### src/rtl/gray_sequencer.sv
// Gray-code sequencer: emits a run of consecutive binary indices and their Gray codes.
// Latency: first code valid one cycle after an accepted start; one code per accepted transfer.
// Backpressure: out_ready low holds bin_out/gray_out stable; the index advances only on a transfer.
//
// Ports:
//   clk        rising-edge clock for all state
//   rst        synchronous active-high reset (wins over every other input)
//   start      one-cycle run request, sampled only while idle
//   start_bin  first binary index of the run (captured with start)
//   len        number of codes to emit, 0..2^WIDTH (captured with start)
//   dir        0 = count up, 1 = count down (captured with start)
//   abort      ends the current run immediately, with no done pulse
//   out_ready  consumer accepts the current code
//   out_valid  bin_out/gray_out hold a code for transfer
//   gray_out   Gray code of bin_out, always driven
//   bin_out    current binary index
//   busy       high while a run is in progress
//   done       one-cycle pulse on normal completion (also for a zero-length run)
module gray_sequencer #(
    parameter int WIDTH = 4
) (
    input  logic             clk,
    input  logic             rst,
    input  logic             start,
    input  logic [WIDTH-1:0] start_bin,
    input  logic [WIDTH:0]   len,
    input  logic             dir,
    input  logic             abort,
    input  logic             out_ready,
    output logic             out_valid,
    output logic [WIDTH-1:0] gray_out,
    output logic [WIDTH-1:0] bin_out,
    output logic             busy,
    output logic             done
);

    typedef enum logic [1:0] {
        IDLE = 2'd0,
        EMIT = 2'd1,
        DONE = 2'd2
    } state_t;

    localparam logic [WIDTH-1:0] BIN_ONE    = {{(WIDTH-1){1'b0}}, 1'b1};
    localparam logic [WIDTH:0]   REMAIN_ONE = {{WIDTH{1'b0}}, 1'b1};

    state_t           state_q, state_d;
    logic [WIDTH-1:0] bin_q, bin_d;
    // remain is one bit wider than the index so a full 2^WIDTH run fits
    logic [WIDTH:0]   remain_q, remain_d;
    logic             dir_q, dir_d;

    logic             xfer;

    assign xfer = (state_q == EMIT) && out_ready;

    always_ff @(posedge clk) begin
        if (rst) begin
            state_q  <= IDLE;
            bin_q    <= '0;
            remain_q <= '0;
            dir_q    <= 1'b0;
        end else begin
            state_q  <= state_d;
            bin_q    <= bin_d;
            remain_q <= remain_d;
            dir_q    <= dir_d;
        end
    end

    always_comb begin
        state_d  = state_q;
        bin_d    = bin_q;
        remain_d = remain_q;
        dir_d    = dir_q;

        unique case (state_q)
            IDLE: begin
                if (start) begin
                    if (len != '0) begin
                        bin_d    = start_bin;
                        remain_d = len;
                        dir_d    = dir;
                        state_d  = EMIT;
                    end else begin
                        // Zero-length run: report completion without ever
                        // presenting a code.
                        state_d  = DONE;
                    end
                end
            end

            EMIT: begin
                if (abort) begin
                    // Abort wins over a simultaneous transfer; that code is
                    // treated as consumed and the run is dropped.
                    remain_d = '0;
                    state_d  = IDLE;
                end else if (xfer) begin
                    if (remain_q == REMAIN_ONE) begin
                        // Last code taken: keep bin_out where it is.
                        remain_d = '0;
                        state_d  = DONE;
                    end else begin
                        remain_d = remain_q - REMAIN_ONE;
                        // Natural modulo-2^WIDTH wrap in both directions.
                        bin_d    = dir_q ? (bin_q - BIN_ONE) : (bin_q + BIN_ONE);
                    end
                end
            end

            DONE: begin
                state_d = IDLE;
            end

            default: begin
                state_d = IDLE;
            end
        endcase
    end

    assign out_valid = (state_q == EMIT);
    assign busy      = (state_q == EMIT);
    assign done      = (state_q == DONE);
    assign bin_out   = bin_q;
    assign gray_out  = bin_q ^ (bin_q >> 1);

endmodule

### config.mk
export PLATFORM = sky130hd
export DESIGN_NAME = gray_sequencer
export DESIGN_NICKNAME = d
export VERILOG_FILES = /design/src/rtl/gray_sequencer.sv
export SDC_FILE = /design/constraint.sdc
export NUM_CORES = 1
export LEC_CHECK = 0
export ABC_AREA = 1
export BUFFER_PORTS_ARGS = -buffer_cell sky130_fd_sc_hd__buf_2
export CORE_MARGIN = 2
export CORE_UTILIZATION = 40
export CTS_CLUSTER_DIAMETER = 30
export DETAILED_ROUTE_END_ITERATION = 6
export GPL_ROUTABILITY_DRIVEN = 0
export PLACE_DENSITY_LB_ADDON = 0.3
export SYNTH_ARGS = -nofsm -noshare
export SYNTH_HDL_FRONTEND = slang
export SYNTH_SLANG_ARGS = --single-unit
### constraint.sdc
create_clock -name clk -period 2.47 [get_ports clk]
set_input_delay 0.494 -clock clk [delete_from_list [all_inputs] [get_ports clk]]
set_output_delay 0.494 -clock clk [all_outputs]
set_load 0.02 [all_outputs]
After elaboration in Yosys (flattened, before gate mapping). Cells that the tools add are included.

Add/sub/neg operators: 3. Multipliers: 0. Divide/modulo/power cells: 0. $lt $le $gt $ge: 0. Equal/unequal tests: 10. Shift operators: 0. Muxes and demuxes: 19. Bitwise operators: 1. Reduce and logical (&&, ||, !) cells: 8.

Operators by type and width (number): 5-bit two-way mux (5); 4-bit two-way mux (6); 2-bit two-way mux (5); 5-bit one-hot mux with 2 select lines (1); 2-bit inequality test, second input constant (4); 4-bit one-hot mux with 2 select lines (1); 3-bit by 2-bit inequality test with 1-bit output, second input constant (2); 3-bit AND reduction (2); 6-bit AND reduction (1); 5-bit by 1-bit == test with 1-bit output, second input constant (1); 5-bit nonzero test (1); 5-bit by 1-bit subtractor with 5-bit output, second input constant (1); 4-bit by 1-bit adder with 4-bit output, second input constant (1); 2-bit one-hot mux with 2 select lines (1); 4-bit AND reduction (1); 4-bit by 1-bit subtractor with 4-bit output, second input constant (1); 4-bit by 3-bit XOR with 4-bit output (1); 2-bit by 1-bit == test with 1-bit output, second input constant (1); 2-bit == test, second input constant (1); 2-bit zero test (1); 2-bit by 1-bit inequality test with 1-bit output, second input constant (1); 2-bit nonzero test (1); 1-bit logical AND (1).

Flip-flop bits (word level): 12. Bits in latches: 0. Bits in writable memories: 0. Bits in read-only memories: 0. Input bits: 15. Output and inout bits: 11. Memories: 0.

Logic depth before layout (Yosys ltp). Gate-level depths: netlist of the first run.

Depth in word-level cells: 6. Gate-level depth with buffers: 11.

Least setup slack after synthesis of the first run. No wires, ideal clock.

Kind: register -> register. From: reg bin_q[0], in the netlist bin_out[0]. To: reg bin_q[2], in the netlist bin_out[2]. Library setup time: 113 ps. Data arrival time: 1441 ps. Required time: 2357 ps. Path slack: 916 ps. Cell stages (with the launch flop): 8. Buffers on the path: 0. Cell sequence: dfxtp_1 -> inv_1 -> fa_1 -> xnor2_1 -> a21boi_1 -> nand3_1 -> nand2_1 -> nor2_1.

Cells in the longest elaborated chain, start to end: 6. Elaborated cells on any way between the ends: 7. Those cells by class: 2 x add/sub; 5 x mux.

RTL lines: start: declaration (line 47) `logic [WIDTH-1:0] bin_q, bin_d;`; start signal: assignment (line 64) `bin_q <= bin_d;`; 4-bit by 1-bit adder with 4-bit output or 4-bit by 1-bit subtractor with 4-bit output (tied branches) (line 106) `bin_d = dir_q ? (bin_q - BIN_ONE) : (bin_q + BIN_ONE);`; 4-bit two-way mux * (line 106); 4-bit two-way mux * (line 99) `if (remain_q == REMAIN_ONE) begin`; 4-bit two-way mux * (line 98) `end else if (xfer) begin`; 4-bit two-way mux * (line 93) `if (abort) begin`; 4-bit one-hot mux with 2 select lines * (line 76) `unique case (state_q)`.

Every way passes the cells marked *; elsewhere a longest branch is shown, timed or not. The select of a mux whose other input is x is not followed. A chain may end at the register's enable or synchronous reset.

Worst setup path in the final report of the first run.
From: reg state_q[0]. To: out busy.

Cells in the longest elaborated chain, start to end: 1.

RTL lines: start: declaration (line 46) `state_t state_q, state_d;`; start signal: assignment (line 63) `state_q <= state_d;`; 2-bit by 1-bit == test with 1-bit output (line 122) `assign busy = (state_q == EMIT);`; end: declaration (line 33) `output logic busy,`.

No other way between the ends.

==> run summary, run 1 <==
The run finished with clean final reports. The number of global-route vias before repair was 926; the vias per cell was 4.906. The post-synthesis instance total is 159, and the total instance count after detailed placement is 210.

The achievable clock frequency was 0.5543 GHz. The total negative setup slack is 0 ns, and the logic depth of the worst register-to-register path is 7. Counting along the longest clock path gives a buffer depth of 2. The count of filler cells inserted in the layout was 268; the proportion of total power due to net switching was 43.78%.

The synthesized netlist devotes 4.268% of its cell area to XOR and XNOR gates. The detailed router finished its first iteration with 6 violations. The startpoint of the lowest-slack register-to-register path is bin_out[0]. The power share of the clock group is 18.0%.

Buffers placed on the I/O ports in this run total 25. The design draws 713.9 µW. The run gives 1 as the count of H-tree levels built during CTS.

The fraction of the yosys area taken by sequential cells was 23.41%. Entering global routing, the biggest net connects 13 pins. For the worst setup path, the data arrival time is 1.31 ns. The run gives 0 as the count of yosys warnings during synthesis. For this block, the via count after detailed routing is 1045. The worst clock skew was 0.004477 ns; the final critical delay including setup and external delays was 1.804 ns.

Per report_power, the combinational group accounts for 46.4% of the total. Worst-margin pin slew: 0.3714 ns. In the final design database the tool counted 205 nets. The number of register bits inferred by synthesis was 12; the part of the total power dissipated in sequential elements was 35.6%. The total internal power is 401.4 µW, and the number of nets with antenna violations after detailed routing is 0. 26 I/O pins were placed. Of all flip-flops after synthesis, the portion carrying an async set or reset was 0%. TritonCTS created 3 clock buffers. The area growth from synthesis to layout is 14.15%.

The tools report the area of the multi-input gates as 651.9 µm². The number of pins with negative max-slew slack in the final report is 0, and the total setup violations reported at the end of the flow is 0. After synthesis, the share of cell area in mux cells is 0%. For the worst-skew pair, the clock arrives at the later sink with an insertion delay of 0.28 ns.

Summed over all layers, the global routing overflow is 0. Clock tree synthesis selected as its root buffer the cell sky130_fd_sc_hd__clkbuf_4. Wire length of the first global-routing pass: 3650 µm.

The CTS clock-pin slew for the worst setup and hold paths works out to 0.08 ns. The number of antenna diodes in the final layout is 0. The initial antenna violation count is 0. The analysis attributes to net switching a power of 312.5 µW. The die is 54.65 µm tall. Leading cell type in the layout, fill and taps excluded: sky130_fd_sc_hd__nand2_1. In the layout the commonest cells are 38 x sky130_fd_sc_hd__nand2_1, 25 x sky130_fd_sc_hd__nor2_1, 25 x sky130_fd_sc_hd__buf_2. The detailed placement HPWL was 1884 µm.

CTS saw 12 sinks. For hold timing, the worst endpoint is state_q[0]. After detailed routing, the total wire length is 2297 µm. Summing the areas of all and, or, nand and nor instances in the mapped netlist gives 44.39% of the synthesized area. After synthesis, the mean cell area works out to 6.453 µm². The synthesized net count is 179. The startpoint kind of the worst setup timing path is a flip-flop. The die span in x came out at 54.65 µm. After floorplanning, the core was sized to cover 2455 µm². IR analysis of the VDD net gives a maximum drop of 0.3658 mV.

The DRC violation count after routing was 0. The setup check on the worst reg-to-reg path leaves a slack of 0.97 ns. The nature of the critical path endpoint is an output port.

For this configuration, the core starts out at a cell density of 41.79%. TritonCTS built the clock tree. In this run the core area contains 18 standard-cell rows. Global routing consumed, over all layers together, 17.08% of the routing resources. The count of flip-flops with a built-in enable after synthesis works out to 0. Dividing the detail-routed wire length by the instance count gives 10.78 µm.

In this run the power density over the cells is 609.6 nW/µm². After synthesis, the largest family of logic cells by area is simple AND/OR/NAND/NOR gates. The required time reported for the critical path endpoint came out at 1.98 ns. The synthesized netlist devotes 8.049% of its cell area to compound gates.

Yosys mapped the design onto 27 distinct sky130hd cell types. First-pass iteration count of the detailed router: 4. In this run the critical register-to-register path is captured at bin_out[2]. After clock tree synthesis, the flow added hold-fix buffers numbering 0.

The number of hold violations in the final report was 0; the fraction of the cycle the final worst path needs was 73.04%. Registers take 240.2 µm². In this run the worst hold path is classified as in -> reg. For this run, the number of standard cells in the final layout without fillers is 213. The leakage component of the power was 0.0006753 µW. Summing every instance area after synthesis gives 1026 µm². Headroom to the max-slew limit came out at 75.21%. The hold path depth is 2. Setup repair after global routing left no endpoint under its margin.

Max-cap violations in this run came to 0. The most used flip-flop cell after synthesis was sky130_fd_sc_hd__dfxtp_1. In this run the worst path has a maximum fanout of 12. The critical path class is reg -> out.

The post-synthesis adder-cell area fraction is 6.829%, and the count of buffers added by post-CTS timing repair for setup is 0. The post-route netlist has 24.59% of its cells at a drive strength greater than 1. The startpoint identified for the worst hold timing path is rst. The post-cts resize count was 0. The run gives 2986 µm² as the die area.
synthesized netlist by cell type (2+ instances only):
library cell	instances	area share, %
sky130_fd_sc_hd__o21ai_1	2	0.98
sky130_fd_sc_hd__dfxtp_1	12	23
sky130_fd_sc_hd__nor2_1	25	9.1
sky130_fd_sc_hd__xnor2_1	2	1.7
sky130_fd_sc_hd__nand4_1	2	1.2
sky130_fd_sc_hd__inv_2	2	0.73
sky130_fd_sc_hd__nand3_2	2	2.0
sky130_fd_sc_hd__buf_4	2	1.5
sky130_fd_sc_hd__nand2_2	2	1.2
sky130_fd_sc_hd__xor2_1	3	2.6
sky130_fd_sc_hd__ha_1	4	4.9
sky130_fd_sc_hd__inv_1	23	8.4
sky130_fd_sc_hd__nor2_2	4	2.4
sky130_fd_sc_hd__nand2_1	38	14
sky130_fd_sc_hd__o21ai_0	4	2.0
sky130_fd_sc_hd__a21oi_1	6	2.9
sky130_fd_sc_hd__nand2_4	3	3.3
sky130_fd_sc_hd__nand3_1	14	6.8
metal layers:
metal	GRT usage (%)	vias to the layer above	share of wire, %
met2	32.74	18	49
met3	2.732	5	3.9
met4	7.500	0	1.3
met1	17.87	478	45
li1	-	544	-
met5	0	-	0
state kept, by name (all words and copies together), names as in the netlist:
name	count
dir_q	1
bin_out	4
state_q	2
remain_q	5
area by class of cell:
cell class                 count  share of cell area, %
inverter                      25                  8.013
tap                           30                  3.205
sequential                    12                  20.51
timing repair buffer          25                  10.68
clock buffer                   3                  1.923
multi-input combinational    118                  55.66
critical path, stage by stage, from the launching register on:
cell and delay (ns):
sky130_fd_sc_hd__dfxtp_1 0.49, sky130_fd_sc_hd__nand2_4 0.17, sky130_fd_sc_hd__inv_2 0.18, sky130_fd_sc_hd__buf_2 0.19
power groups by stage:
stage	registers (µW)	logic, µW	clock network, µW
CTS	254	334	129
global placement	257	328	0
finish	254	331	129
detailed placement	259	332	0
floorplan	265	249	0
global route	258	375	139
kinds of logic (layout without fill, tap and decap cells):
group,Yosys count,count (layout)
AOI/OAI and AO/OA,15,15
DFF,12,12
adders and majority gates,5,5
and+or+nand+nor,93,93
xor gates and xnor gates,5,5
buffers and inverters,29,53
worst max-delay path by stage:
stage,start,depth (start not counted),end
after floorplan,bin_out[0],7,bin_out[2]
after global placement,bin_out[0],7,bin_out[2]
after detailed placement,bin_out[0],7,bin_out[2]
after CTS,state_q[0],3,busy
after global routing,state_q[0],3,out_valid
final,state_q[0],3,busy
per-stage QoR:
| stage | utilization [%] | hold slack, ns | worst slack [ns] | area, µm² |
|---|---|---|---|---|
| after floorplan | - | 0.4550 | 0.9159 | 1026 |
| after global placement | 46.79 | 0.4704 | 1.003 | 1149 |
| after detailed placement | 46.79 | 0.4817 | 0.9768 | 1149 |
| after CTS | 47.71 | 0.3752 | 0.6682 | 1171 |
| after global routing | 47.71 | 0.3753 | 0.5908 | 1171 |
| final | 47.71 | 0.3786 | 0.6658 | 1171 |
Power figures use the tool's default switching activity.
==> run 2: changes to the inputs <==
- ABC_AREA: 1 -> 0
- clock period: 2.47 -> 1.72 ns (I/O delays scaled with it)
==> run 2 against run 1 <==
Largest cell class unchanged. Power up 29%. Setup slack got worse by 0.58 ns. Area after synthesis fell by 7.6%. Critical endpoint unchanged. Global-route usage grew 3.9 points. Die area decreased by 7.0%. Clock-buffer cell count increased by 1. Worst hold slack worse by 0.084 ns.
==> run summary, run 2 <==
The logs give 1.29 ns (-0.02 ns) for the arrival time reported for the critical path endpoint and 55.74% (+8.0 points) for the final design utilization. Setup repair after global routing could not meet its margin everywhere. The die span in x came out at 52.70 µm (-3.6%). The worst slew margin relative to its limit is 64.25% (-11 points).

The initial antenna violation count was 0 (unchanged); the number of register bits inferred by synthesis was 12 (unchanged). The fraction of post-synthesis cell area in the top cell type by area was 25.33% (+1.9 points). The cell area after placement came out at 1145 µm² (-0.33%).

The count of input and output buffers is 25 (unchanged), and the average cell area after synthesis is 8.468 µm² (+31%). The clock buffer count from CTS was 3 (unchanged); the count of flip-flops with a built-in enable after synthesis was 0 (unchanged). The vias per cell was 5.638 (+15%); the proportion of total power due to net switching was 35.94% (-7.8 points).

After layout, the minimum clock period comes to 1.630 ns. Overall die height: 52.70 µm (-3.6%). For the total negative setup slack, the log shows 0 ns (unchanged). The worst setup slack for register-to-register paths was 0.10 ns (-0.87 ns); the number of pins with negative max-slew slack in the final report was 0 (unchanged). The number of nets with antenna violations after detailed routing came out at 0 (unchanged). The library cell with the largest summed area after synthesis is sky130_fd_sc_hd__dfxtp_1.

The number of DRC markers after the initial detailed-route iteration was 10 (+4). Combinational share of power: 37.6% (-8.8 points). The power density over the cells is 740.6 nW/µm² (+21%). The part of the total power dissipated in sequential elements was 37.1% (+1.5 points); the post-synth design cell area was 948.4 µm² (-7.6%). The tools report the number of antenna diodes as 0 (unchanged). The top-level port count is 26 (unchanged), and the fraction of the cycle the final worst path needs is 94.77%. The maximum net fanout on the critical path was 7 (-5); the total setup violations reported at the end of the flow was 0 (unchanged). The synthesized net count was 132 (-26%).

The critical path in this run is classified as reg -> out. The leakage component of the power was 0.0005563 µW (-18%); the area growth from synthesis to final layout was 31.27%. The tools report the final cell area excluding filler cells as 1245 µm² (+6.3%). The run gives 225 (-16%) as the count of filler cells inserted in the layout. The run finished with clean final reports. The run gives 0.6135 GHz as the achievable clock frequency.

The global-route total usage across every layer is 20.96% (+3.9 points), and the switching power is 331.4 µW (+6.0%). The number of flip-flops under the largest register name works out to 5 (unchanged). Wire length of the first global-routing pass: 4202 µm (+15%). TritonCTS built the clock tree. Startpoint of the lowest-slack register-to-register path: remain_q[1].

The pin count of the biggest net entering global routing is 13 (unchanged). Leaving out fill and tap cells, the most frequent cell in the layout is sky130_fd_sc_hd__buf_2. The logic depth of the worst register-to-register path is 6 (-1).

The worst-margin pin slew came out at 0.5307 ns (+0.1593 ns). Final instance count without filler cells: 174 (-18%). By count the netlist is led by 12 x sky130_fd_sc_hd__dfxtp_1, 9 x sky130_fd_sc_hd__a21oi_1, 9 x sky130_fd_sc_hd__inv_1. The initial cell density of the core was 42.47% (+0.67 points). The logs give 0.3974 mV (+8.6%) for the worst-case vdd ir drop and 4 (unchanged) for the first-pass iteration count of the detailed router. The maximum root-to-sink buffer count is 2 (unchanged). The clock latency on the worst-skew pair came out at 0.28 ns (about the same). Leaving out fill and tap cells, the most frequent cells in the layout are 25 x sky130_fd_sc_hd__buf_2, 11 x sky130_fd_sc_hd__buf_4, 10 x sky130_fd_sc_hd__dfxtp_1. The nature of the critical path endpoint was an output port.

The die area came out at 2777 µm² (-7.0%). Share of flip-flops with an asynchronous set or reset after synthesis: 0% (unchanged). The tools report the critical hold path startpoint as dir.

The tools report the core footprint as 2233 µm² (-9.0%). The number of hold violations in the final report is 0 (unchanged). The final routed wire length divided by cell count is 14.66 µm (+36%). The total clock sinks came out at 12 (unchanged). The type of the most critical hold path was in -> reg. In the post-synthesis netlist, the biggest area contributors are sky130_fd_sc_hd__dfxtp_1 25%, sky130_fd_sc_hd__xor2_1 5.5%, sky130_fd_sc_hd__ha_1 5.3%. The required time reported for the critical path endpoint is 1.38 ns (-0.60 ns), and the count of yosys warnings during synthesis is 0 (unchanged). The run gives 1975 µm (+4.9%) as the detailed placement HPWL. The routed wire length was 2551 µm (+11%).

The fraction of the yosys area taken by sequential cells is 25.33% (+1.9 points). The row count is 17 (-1), and the via count is 981 (-6.1%). Most used flip-flop cell after synthesis: sky130_fd_sc_hd__dfxtp_1. The total instance count after detailed placement was 168 (-20%). The worst register-to-register path ends at state_q[1].

The max-capacitance violation count was 0 (unchanged). The register with the most flip-flops in the final layout is remain_q. Among all cell types in the netlist, the one instantiated most often is sky130_fd_sc_hd__dfxtp_1. The post-synthesis instance total is 112 (-30%), and the CTS clock-pin slew for the worst setup and hold paths is 0.08 ns (about the same). The power share of the clock group came out at 25.2% (+7.2 points). DRC violation count after routing: 0 (unchanged).

The path with the worst hold slack has its endpoint at dir_q. The distinct cell type count of the synthesized netlist came out at 44 (+63%). The worst setup path is launched from a flip-flop. The final global-route overflow total is 0 (unchanged), and the total internal power is 590.6 µW (+47%).

The number of global-route vias before repair was 944 (+1.9%); the worst clock skew was 0.002866 ns (-0.001611 ns). Fraction of layout cells with a size suffix above 1: 39.73% (+15 points). The final hold slack is 0.2943 ns (-0.08435 ns), and the layout net count is 167 (-19%). The hold path depth came out at 3 (+1). The tools report the count of H-tree levels built during CTS as 1 (unchanged). The root buffer cell chosen for the clock tree is sky130_fd_sc_hd__clkbuf_4.
[run 2: cell count changes after synthesis, sizes merged, moves of 4 or more]
cell   before  now
a21oi       6   10
nand3      16    4
inv        25    9
nor2       30    7
nand2      43    4
mux2i       0    4
nor3        0    4
[run 2: routing by layer]
layer  part of all wire [%]  up-vias  routed length (µm)  track usage [%]
met3                    4.9        4                 124            2.857
met5                      0        -                   0                0
met4                    1.8        0                  45            8.974
li1                       -      476                   -                -
met1                     40      477                1022            22.49
met2                     53       24                1359            40.00
[run 2: cell families (layout without fill, tap and decap cells)]
| family | Yosys count | after routing | synth area share, % |
|---|---|---|---|
| adder cells (fa/ha/maj) | 5 | 5 | 7.388 |
| XOR/XNOR | 8 | 8 | 7.388 |
| AND/OR/NAND/NOR | 36 | 36 | 24.01 |
| flip-flops | 12 | 12 | 25.33 |
| buffers and inverters | 16 | 50 | 7.386 |
| multiplexers | 5 | 5 | 5.409 |
| AO/OA/AOI/OAI | 30 | 30 | 23.09 |
[run 2: layout make-up]
class                      count  area, µm²  share of cell area (%)
clock buffer                   4      36.28                   2.915
timing repair buffer          36      207.7                   16.68
tap                           28      35.03                   2.814
multi-input combinational     84      681.9                   54.77
sequential                    12      245.2                   19.70
inverter                      10      38.79                   3.116
[run 2: per-stage QoR]
| step | total power [µW] | worst slack [ns] |
|---|---|---|
| floorplan | 565.7 | 0.1609 |
| global placement | 662.9 | 0.02910 |
| detailed placement | 677.7 | -0.003296 |
| CTS | 912.4 | 0.03782 |
| global route | 984.5 | -0.03321 |
| finish | 921.9 | 0.08997 |
[run 2: worst max path at each step]
stage	to	from	slack [ns]
floorplan	remain_q[2]	len[2]	0.16
global placement	remain_q[2]	len[2]	0.03
detailed placement	remain_q[2]	len[2]	-0.003
CTS	state_q[1]	remain_q[0]	0.04
global route	bin_out[0]	remain_q[1]	-0.03
finish	busy	state_q[1]	0.09
[run 2: repair_timing]
item / 4_1_cts / 5_1_grt
pin swaps: 0 / 5
setup buffers: 0 / 2
resized for setup: 1 / 11
endpoints found under the setup margin: 2 / 9
hold buffers: 0 / 0
[run 2: power by group through the flow]
stage,logic [µW],registers [µW],clock network [µW]
after floorplan,211,354,0
after global placement,319,343,0
after detailed placement,332,346,0
after CTS,335,339,239
after global routing,386,347,252
final,347,342,233
[run 2: critical path, stage by stage (launching register included)]
cell and delay [ns]:
sky130_fd_sc_hd__dfxtp_1 0.39, sky130_fd_sc_hd__nand2b_4 0.21, sky130_fd_sc_hd__clkinv_2 0.10, sky130_fd_sc_hd__buf_4 0.16
sky130_fd_sc_hd__buf_2 0.15
